`src/rtl/uart_apb_regs_if.sv`:
```
// APB3 bus bundle between the APB bridge (master) and the UART register file (slave).
interface uart_apb_regs_if;
    logic        PSEL;
    logic        PENABLE;
    logic        PWRITE;
    logic [4:0]  PADDR;
    logic [31:0] PWDATA;
    logic [31:0] PRDATA;
    logic        PREADY;
    logic        PSLVERR;

    modport master (
        output PSEL, PENABLE, PWRITE, PADDR, PWDATA,
        input  PRDATA, PREADY, PSLVERR
    );

    modport slave (
        input  PSEL, PENABLE, PWRITE, PADDR, PWDATA,
        output PRDATA, PREADY, PSLVERR
    );
endinterface

```
`src/rtl/uart_apb_regs.sv`:
```
// UART APB3 register file: control, baud divisor, live status, sticky W1C flags with
// interrupt mask, and a DATA window that strobes the TX/RX FIFOs.
module uart_apb_regs #(
    parameter int unsigned          NUM_STAT  = 13,
    parameter int unsigned          DIV_W     = 16,
    parameter logic [DIV_W-1:0]     DIV_RESET = DIV_W'(434),
    parameter int unsigned          DATA_W    = 8
) (
    input  logic                 clk,
    input  logic                 rst,
    uart_apb_regs_if.slave       bus,
    input  logic [NUM_STAT-1:0]  stat_in,
    input  logic                 tx_full,
    input  logic                 rx_empty,
    input  logic [DATA_W-1:0]    rx_data,
    output logic [DATA_W-1:0]    tx_data,
    output logic                 tx_wr,
    output logic                 rx_rd,
    output logic [7:0]           ctrl,
    output logic [DIV_W-1:0]     baud_div,
    output logic                 irq
);

    localparam logic [2:0] A_CTRL   = 3'd0;
    localparam logic [2:0] A_BAUD   = 3'd1;
    localparam logic [2:0] A_STATUS = 3'd2;
    localparam logic [2:0] A_FLAGS  = 3'd3;
    localparam logic [2:0] A_INTEN  = 3'd4;
    localparam logic [2:0] A_DATA   = 3'd5;

    logic [31:0]         prdata_q;
    logic                pslverr_q;
    logic [NUM_STAT-1:0] status;
    logic [NUM_STAT-1:0] flags;
    logic [NUM_STAT-1:0] int_en;

    logic                setup_c;
    logic                wr_ok_c;
    logic [2:0]          word_c;
    logic [31:0]         rdata_c;
    logic                err_c;
    logic [NUM_STAT-1:0] clr_c;
    logic [NUM_STAT-1:0] set_c;
    logic                unused_bits;

    assign bus.PRDATA  = prdata_q;
    assign bus.PSLVERR = pslverr_q;
    assign bus.PREADY  = 1'b1;

    assign setup_c = bus.PSEL & ~bus.PENABLE;
    assign word_c  = bus.PADDR[4:2];
    // Error decision was latched at setup, so a write commits only if it was accepted then.
    assign wr_ok_c = bus.PSEL & bus.PENABLE & bus.PWRITE & ~pslverr_q;
    assign clr_c   = (wr_ok_c && word_c == A_FLAGS) ? bus.PWDATA[NUM_STAT-1:0] : '0;
    // STATUS already holds last cycle's stat_in, so it doubles as the edge-detect history.
    assign set_c   = stat_in & ~status;
    assign unused_bits = ^{bus.PADDR[1:0], bus.PWDATA};

    // Read data and error response for the address presented in the setup phase.
    always_comb begin
        rdata_c = '0;
        err_c   = 1'b0;
        case (word_c)
            A_CTRL:   rdata_c = 32'(ctrl);
            A_BAUD:   rdata_c = 32'(baud_div);
            A_STATUS: begin
                rdata_c = 32'(status);
                err_c   = bus.PWRITE;
            end
            A_FLAGS:  rdata_c = 32'(flags);
            A_INTEN:  rdata_c = 32'(int_en);
            A_DATA: begin
                if (bus.PWRITE) begin
                    err_c = tx_full;
                end else if (rx_empty) begin
                    err_c = 1'b1;
                end else begin
                    rdata_c = 32'(rx_data);
                end
            end
            default:  err_c = 1'b1;
        endcase
    end

    // Bus response and RX pop strobe, both launched from the setup edge.
    always_ff @(posedge clk or posedge rst) begin
        if (rst) begin
            prdata_q  <= '0;
            pslverr_q <= 1'b0;
            rx_rd     <= 1'b0;
        end else begin
            pslverr_q <= setup_c & err_c;
            rx_rd     <= setup_c & ~bus.PWRITE & (word_c == A_DATA) & ~rx_empty;
            if (setup_c && !bus.PWRITE) begin
                prdata_q <= rdata_c;
            end
        end
    end

    // Writable registers and TX push, committed on the access edge.
    always_ff @(posedge clk or posedge rst) begin
        if (rst) begin
            ctrl     <= '0;
            baud_div <= DIV_RESET;
            int_en   <= '0;
            tx_data  <= '0;
            tx_wr    <= 1'b0;
        end else begin
            tx_wr <= wr_ok_c & (word_c == A_DATA);
            if (wr_ok_c) begin
                case (word_c)
                    A_CTRL:  ctrl     <= bus.PWDATA[7:0];
                    A_BAUD:  baud_div <= bus.PWDATA[DIV_W-1:0];
                    A_INTEN: int_en   <= bus.PWDATA[NUM_STAT-1:0];
                    A_DATA:  tx_data  <= bus.PWDATA[DATA_W-1:0];
                    default: ;
                endcase
            end
        end
    end

    // Status snapshot, sticky flags (set beats clear) and registered interrupt.
    always_ff @(posedge clk or posedge rst) begin
        if (rst) begin
            status <= '0;
            flags  <= '0;
            irq    <= 1'b0;
        end else begin
            status <= stat_in;
            flags  <= (flags & ~clr_c) | set_c;
            irq    <= |(flags & int_en);
        end
    end

endmodule
```
`src/flat_wrapper.sv`:
```
// flat-port wrapper written by rule: the top's interface ports become plain ports
module uart_apb_regs_flat 
#(
    parameter int unsigned          NUM_STAT  = 13,
    parameter int unsigned          DIV_W     = 16,
    parameter logic [DIV_W-1:0]     DIV_RESET = DIV_W'(434),
    parameter int unsigned          DATA_W    = 8
)
  (clk, rst, stat_in, tx_full, rx_empty, rx_data, tx_data, tx_wr, rx_rd, ctrl, baud_div, irq, bus_PSEL, bus_PENABLE, bus_PWRITE, bus_PADDR, bus_PWDATA, bus_PRDATA, bus_PREADY, bus_PSLVERR);
  uart_apb_regs_if bus_i ();
  input  logic clk;
  input  logic rst;
  input  logic [NUM_STAT-1:0] stat_in;
  input  logic tx_full;
  input  logic rx_empty;
  input  logic [DATA_W-1:0] rx_data;
  output logic [DATA_W-1:0] tx_data;
  output logic tx_wr;
  output logic rx_rd;
  output logic [7:0] ctrl;
  output logic [DIV_W-1:0] baud_div;
  output logic irq;
  input wire logic [$bits(bus_i.PSEL)-1:0] bus_PSEL;
  input wire logic [$bits(bus_i.PENABLE)-1:0] bus_PENABLE;
  input wire logic [$bits(bus_i.PWRITE)-1:0] bus_PWRITE;
  input wire logic [$bits(bus_i.PADDR)-1:0] bus_PADDR;
  input wire logic [$bits(bus_i.PWDATA)-1:0] bus_PWDATA;
  output wire logic [$bits(bus_i.PRDATA)-1:0] bus_PRDATA;
  output wire logic [$bits(bus_i.PREADY)-1:0] bus_PREADY;
  output wire logic [$bits(bus_i.PSLVERR)-1:0] bus_PSLVERR;
  assign bus_i.PSEL = bus_PSEL;
  assign bus_i.PENABLE = bus_PENABLE;
  assign bus_i.PWRITE = bus_PWRITE;
  assign bus_i.PADDR = bus_PADDR;
  assign bus_i.PWDATA = bus_PWDATA;
  assign bus_PRDATA = bus_i.PRDATA;
  assign bus_PREADY = bus_i.PREADY;
  assign bus_PSLVERR = bus_i.PSLVERR;
  uart_apb_regs #(.NUM_STAT(NUM_STAT), .DIV_W(DIV_W), .DIV_RESET(DIV_RESET), .DATA_W(DATA_W)) u_core (.clk(clk), .rst(rst), .bus(bus_i), .stat_in(stat_in), .tx_full(tx_full), .rx_empty(rx_empty), .rx_data(rx_data), .tx_data(tx_data), .tx_wr(tx_wr), .rx_rd(rx_rd), .ctrl(ctrl), .baud_div(baud_div), .irq(irq));
endmodule
```
`config.mk`:
```
export PLATFORM = sky130hd
export DESIGN_NAME = uart_apb_regs_flat
export DESIGN_NICKNAME = d
export VERILOG_FILES = /design/src/rtl/uart_apb_regs_if.sv /design/src/rtl/uart_apb_regs.sv /design/src/flat_wrapper.sv
export SDC_FILE = /design/constraint.sdc
export NUM_CORES = 1
export LEC_CHECK = 0
export ABC_AREA = 1
export CAP_MARGIN = 30
export CORE_ASPECT_RATIO = 1.2
export CORE_MARGIN = 2
export CORE_UTILIZATION = 45
export CTS_CLUSTER_SIZE = 16
export DETAILED_ROUTE_END_ITERATION = 6
export HOLD_SLACK_MARGIN = 0.1
export PLACE_DENSITY = 0.78
export REMOVE_ABC_BUFFERS = 1
export SETUP_SLACK_MARGIN = 0.05
export SYNTH_ARGS = -nofsm -noshare
export SYNTH_HDL_FRONTEND = slang
export SYNTH_SLANG_ARGS = --single-unit
```
`constraint.sdc`:
```
create_clock -name clk -period 3.4 [get_ports clk]
set_input_delay 0.68 -clock clk [delete_from_list [all_inputs] [get_ports clk]]
set_output_delay 0.68 -clock clk [all_outputs]
set_load 0.1 [all_outputs]
```
==> Yosys cells after proc, flatten, opt, wreduce, memory -nomap -nowiden <==
Index checks and enable logic that the tools add are counted.
{ "classes": {"n_eq_ne": 5, "n_mux": 7, "bitwise_logic": 19, "reduce_logical": 10} }
{ "op_table": {"columns": ["cell", "count"], "rows": [
  ["32-bit one-hot mux with 6 select lines", 1],
  ["13-bit AND", 3],
  ["32-bit two-way mux", 1],
  ["13-bit inverter", 2],
  ["13-bit two-way mux", 1],
  ["13-bit OR", 1],
  ["13-bit OR reduction", 1],
  ["1-bit AND", 9],
  ["8-bit two-way mux", 1],
  ["2-bit AND reduction", 4],
  ["3-bit by 2-bit == test with 1-bit output (second input constant)", 2],
  ["3-bit == test (second input constant)", 2],
  ["1-bit inverter", 4],
  ["4-bit OR reduction", 1],
  ["3-bit by 1-bit == test with 1-bit output (second input constant)", 1],
  ["3-bit logical NOT", 1],
  ["1-bit one-hot mux with 3 select lines", 1],
  ["1-bit logical AND", 2],
  ["1-bit two-way mux", 2],
  ["1-bit logical NOT", 1]
]} }
{ "word_totals": {"regBits": 107, "in_bits": 65, "output_inout_bits": 69, "word_cells": 52} }

==> Depth between registers and ports, before layout <==
{ "depth": {"ltp_word": 8, "mapped_depth": 10, "depth_no_buf": 8} }

==> Worst setup path before layout <==
Ideal clock, no wire load.
{ "synth_timing": {"path_type": "register to register", "startpoint": "register u_core.pslverr_q (netlist: u_core.bus.PSLVERR)", "endpoint": "register u_core.baud_div[0]", "setup_time_ps": 77, "arrival_time_ps": 1643, "required_time_ps": 3323, "path_slack_ps": 1680, "stages_incl_launch_ff": 7, "n_path_buf": 2, "synth_period_minus_slack_ps": 1720, "path_cell_list": "dfrtp_1 -> nor2_4 -> nand2_1 -> buf_2 -> buf_6 -> nand2_1 -> o21ai_1"} }
{ "synth_between": {"elab_chain_cells": 3} }
{ "synth_rtl": {"columns": ["item", "line", "source"], "rows": [
  ["start: declaration", "uart_apb_regs.sv:32", "logic pslverr_q;"],
  ["start signal: assignment", "uart_apb_regs.sv:92", "pslverr_q <= setup_c & err_c;"],
  ["1-bit inverter", "uart_apb_regs.sv:53", "assign wr_ok_c = bus.PSEL & bus.PENABLE & bus.PWRITE & ~pslverr_q;"],
  ["1-bit AND", "uart_apb_regs.sv:53", null],
  ["2-bit AND reduction (no line)", null, null],
  ["end signal: assignment", "uart_apb_regs.sv:113", "A_BAUD: baud_div <= bus.PWDATA[DIV_W-1:0];"],
  ["end: declaration", "uart_apb_regs.sv:20", "output logic [DIV_W-1:0] baud_div,"]
]} }
Every way passes these cells.
A chain may end at the register's enable or synchronous reset.

==> Worst setup path in the final report <==
{ "layout_timing": {"startpoint": "register u_core.baud_div[15]", "endpoint": "output port baud_div[15]"} }
{ "layout_rtl": {"columns": ["item", "line", "source"], "rows": [
  ["end: declaration", "flat_wrapper.sv:21", "output logic [DIV_W-1:0] baud_div;"]
]} }
No word-level cell between the ends.

==> results.tsv <==
stage	metric	value	unit
cells_and_area	post-route-util	58.9	%
sta	finalHoldViolations	0	
power	ir_drop	0.342	mV
die	core_region_area	9030	µm²
synthesis	synthMostInstantiatedCell	nand2_1	
global_routing	met2_usage	37.6	%
drt	dr.pass1.iters	6	
sta	setup_viol	0	
power	total_power	3.36	mW
clock_tree	clk_latency	0.37	ns
clock_tree	cts_root_buf	clkbuf_8	
critical_path	worstPathArrival	1.89	ns
cells_and_area	nNetsFinal	678	
critical_path	path_cells	clkdlybuf4s50_1	
clock_tree	cts_buffer_depth	2	
critical_path	critPathMaxFanout	3	
clock_tree	post_cts_resized	0	
cells_and_area	antenna_cells	0	
global_routing	met1_usage	27.4	%
critical_path	cp.required	2.72	ns
synthesis	synth_cell_types	26	
sta	fin_ws	0.834	ns
placed_design	placed_cells	722	
sta	post-route-min-period	2.57	ns
drt	drt-total-wl	10800	µm
synthesis	yosysTopAreaCellShare	51.5	%
sta	worst_pin_slew	0.977	ns
critical_path	cp_top_family	buffers and inverters	
sta	fmax	390	MHz
drt	postRouteAntennaNets	0	
cells_and_area	fin_area	5320	µm²
global_routing	use_met3	3.63	%
global_routing	grt_max_degree	52	
die	io_pins	134	
synthesis	syn_avg_cell_area	8.15	µm²
die	die-area	10100	µm²
global_routing	grt_most_used_layer	met2	
clock_tree	cts.hold.buffers_added	0	
critical_path	startpoint	u_core.baud_div[15]	
cells_and_area	instances_no_fill	738	
clock_tree	clkTransAtPathRegs	0.08	ns
synthesis	yosys-top-cells-count	nand2_1, dfrtp_1, inv_1	
synthesis	synth_area_leaders	dfrtp_1, nand2_1, o21ai_1, inv_1, o21ai_0	
critical_path	critPathBufInv	1	
sta	relSlewSlack	34.7	%
global_routing	grt.total_usage	22.0	%
worst_hold_path	min_path_type	reg2reg	
sta	fin_crit_sh	75.5	%
clock_tree	clock-sinks	91	
critical_path	r2r-start	u_core.bus.PSLVERR	
sta	hold_slack	0.443	ns
die	fp.dieH	110	µm
placed_design	post-place-ws	0.827	ns
synthesis	synthesis.area	4180	µm²
global_routing	antenna_found_initial	0	
cells_and_area	drive_gt1_share	13.4	%
cells_and_area	area_growth	27.4	%
drt	drc	0	
drt	drt_iter0_drc	245	
clock_tree	postCtsSetupBuffers	0	
clock_tree	cts.htree.levels	3	
sta	skew	0.00466	ns
critical_path	slowest_delay	1.14	ns
run	drv_cap	0	
die	rows	38	
global_routing	gr-total-overflow	0	
power	p_leak	2.75	nW
sta	fin_tns_setup	0	ns
synthesis	yosysWarningCount	0	
global_routing	grt_pass1_vias	3507	
drt	avgViaCountPerCell	5.13	
synthesis	yosys.area.top_type	dfrtp_1	
critical_path	worstSetupEndpointType	primary output	
clock_tree	cts_buffers	9	
clock_tree	cts_tree	yes	
die	dieWidth	92.0	µm
drt	wl_per_cell	14.6	µm
critical_path	crit_path_start_kind	register	
synthesis	netlist_instances	513	
global_routing	grt_first_pass_wirelength	17000	µm
critical_path	slowest_stage	clkdlybuf4s50_1	
placed_design	dpl_cell_area	5140	µm²
synthesis	ys_async_sr_fraction	100	%
status	status	finished, final reports clean	
placed_design	port_buffers	98	
sta	grt_setup_unrepaired	no	
synthesis	synthFlopType	dfrtp_1	
power	power.density	631	nW/µm²
synthesis	yosysSeqAreaShare	54.6	%
cells_and_area	fillers	816	
critical_path	worstSetupPathType	reg2out	
sta	slew_viol_final	0	
placed_design	detailed_place_hpwl	7590	µm
synthesis	synth-edff-count	0	
drt	num_vias	3787	
placed_design	gp_congestion	0.834	
worst_hold_path	hp-start	u_core.status[9]	
die	start_util	46.3	%
synthesis	ys_ff_latch	91	
final cells by class:
cell class	count	area, µm²	area share [%]
tap	120	150	2.82
sequential	91	2280	42.9
multi-input combinational	354	1540	28.9
clock inverter	2	35.0	0.658
clock buffer	14	153	2.87
timing repair buffer	111	988	18.6
inverter	46	174	3.27
cells in the final DEF, fill, tap and decap left out, types with 18 or more instances in the layout:
master	synthesis	final
nor2_1	37	37
nand2_1	174	174
o21ai_0	28	28
inv_1	41	40
clkdlybuf4s50_1	0	57
nand4_1	18	18
nand3_1	26	26
buf_4	17	53
o21ai_1	38	38
dfrtp_1	86	86
cells by family (layout without fill, tap and decap cells):
kind of cell | after synthesis | after routing | synth area share, %
compound gates | 72 | 72 | 8.74
buf+inv | 83 | 173 | 9.85
flops | 91 | 91 | 54.6
other cells | 2 | 17 | 0.180
simple gates | 265 | 265 | 26.6
report_power, final:
part	switching, mW	total (mW)	leakage (nW)	internal [mW]
clock	0.359	0.719	0.0947	0.360
combinational	1.04	1.31	1.55	0.274
sequential	0.105	1.33	1.10	1.23
total	1.50	3.36	2.75	1.86
state kept, by name, indices dropped and copies added, names as in the netlist, 8 cells and up:
signal             cells
u_core.tx_data         8
u_core.baud_div       16
u_core.status         13
u_core.bus.PRDATA     16
u_core.ctrl            8
u_core.int_en         13
u_core.flags          13
path summary, 6_finish.rpt:
kind	end	slack [ns]	cells past startpoint
worst min register to register	u_core.flags[9]	0.44	1
max in group asynchronous	u_core.baud_div[4]	1.94	3
worst min-delay path	u_core.flags[9]	0.44	1
min in group asynchronous	u_core.bus.PRDATA[1]	0.72	2
worst max-delay path	baud_div[15]	0.83	1
worst max register to register	u_core.flags[12]	1.82	4
layer usage:
metal  vias up  wire length [µm]
met3        23               558
met2       162              5440
met1      1805              4490
met5         -                 0
met4         0               269
li1       1797                 -
No activity file was read; power rests on OpenSTA's default activity.
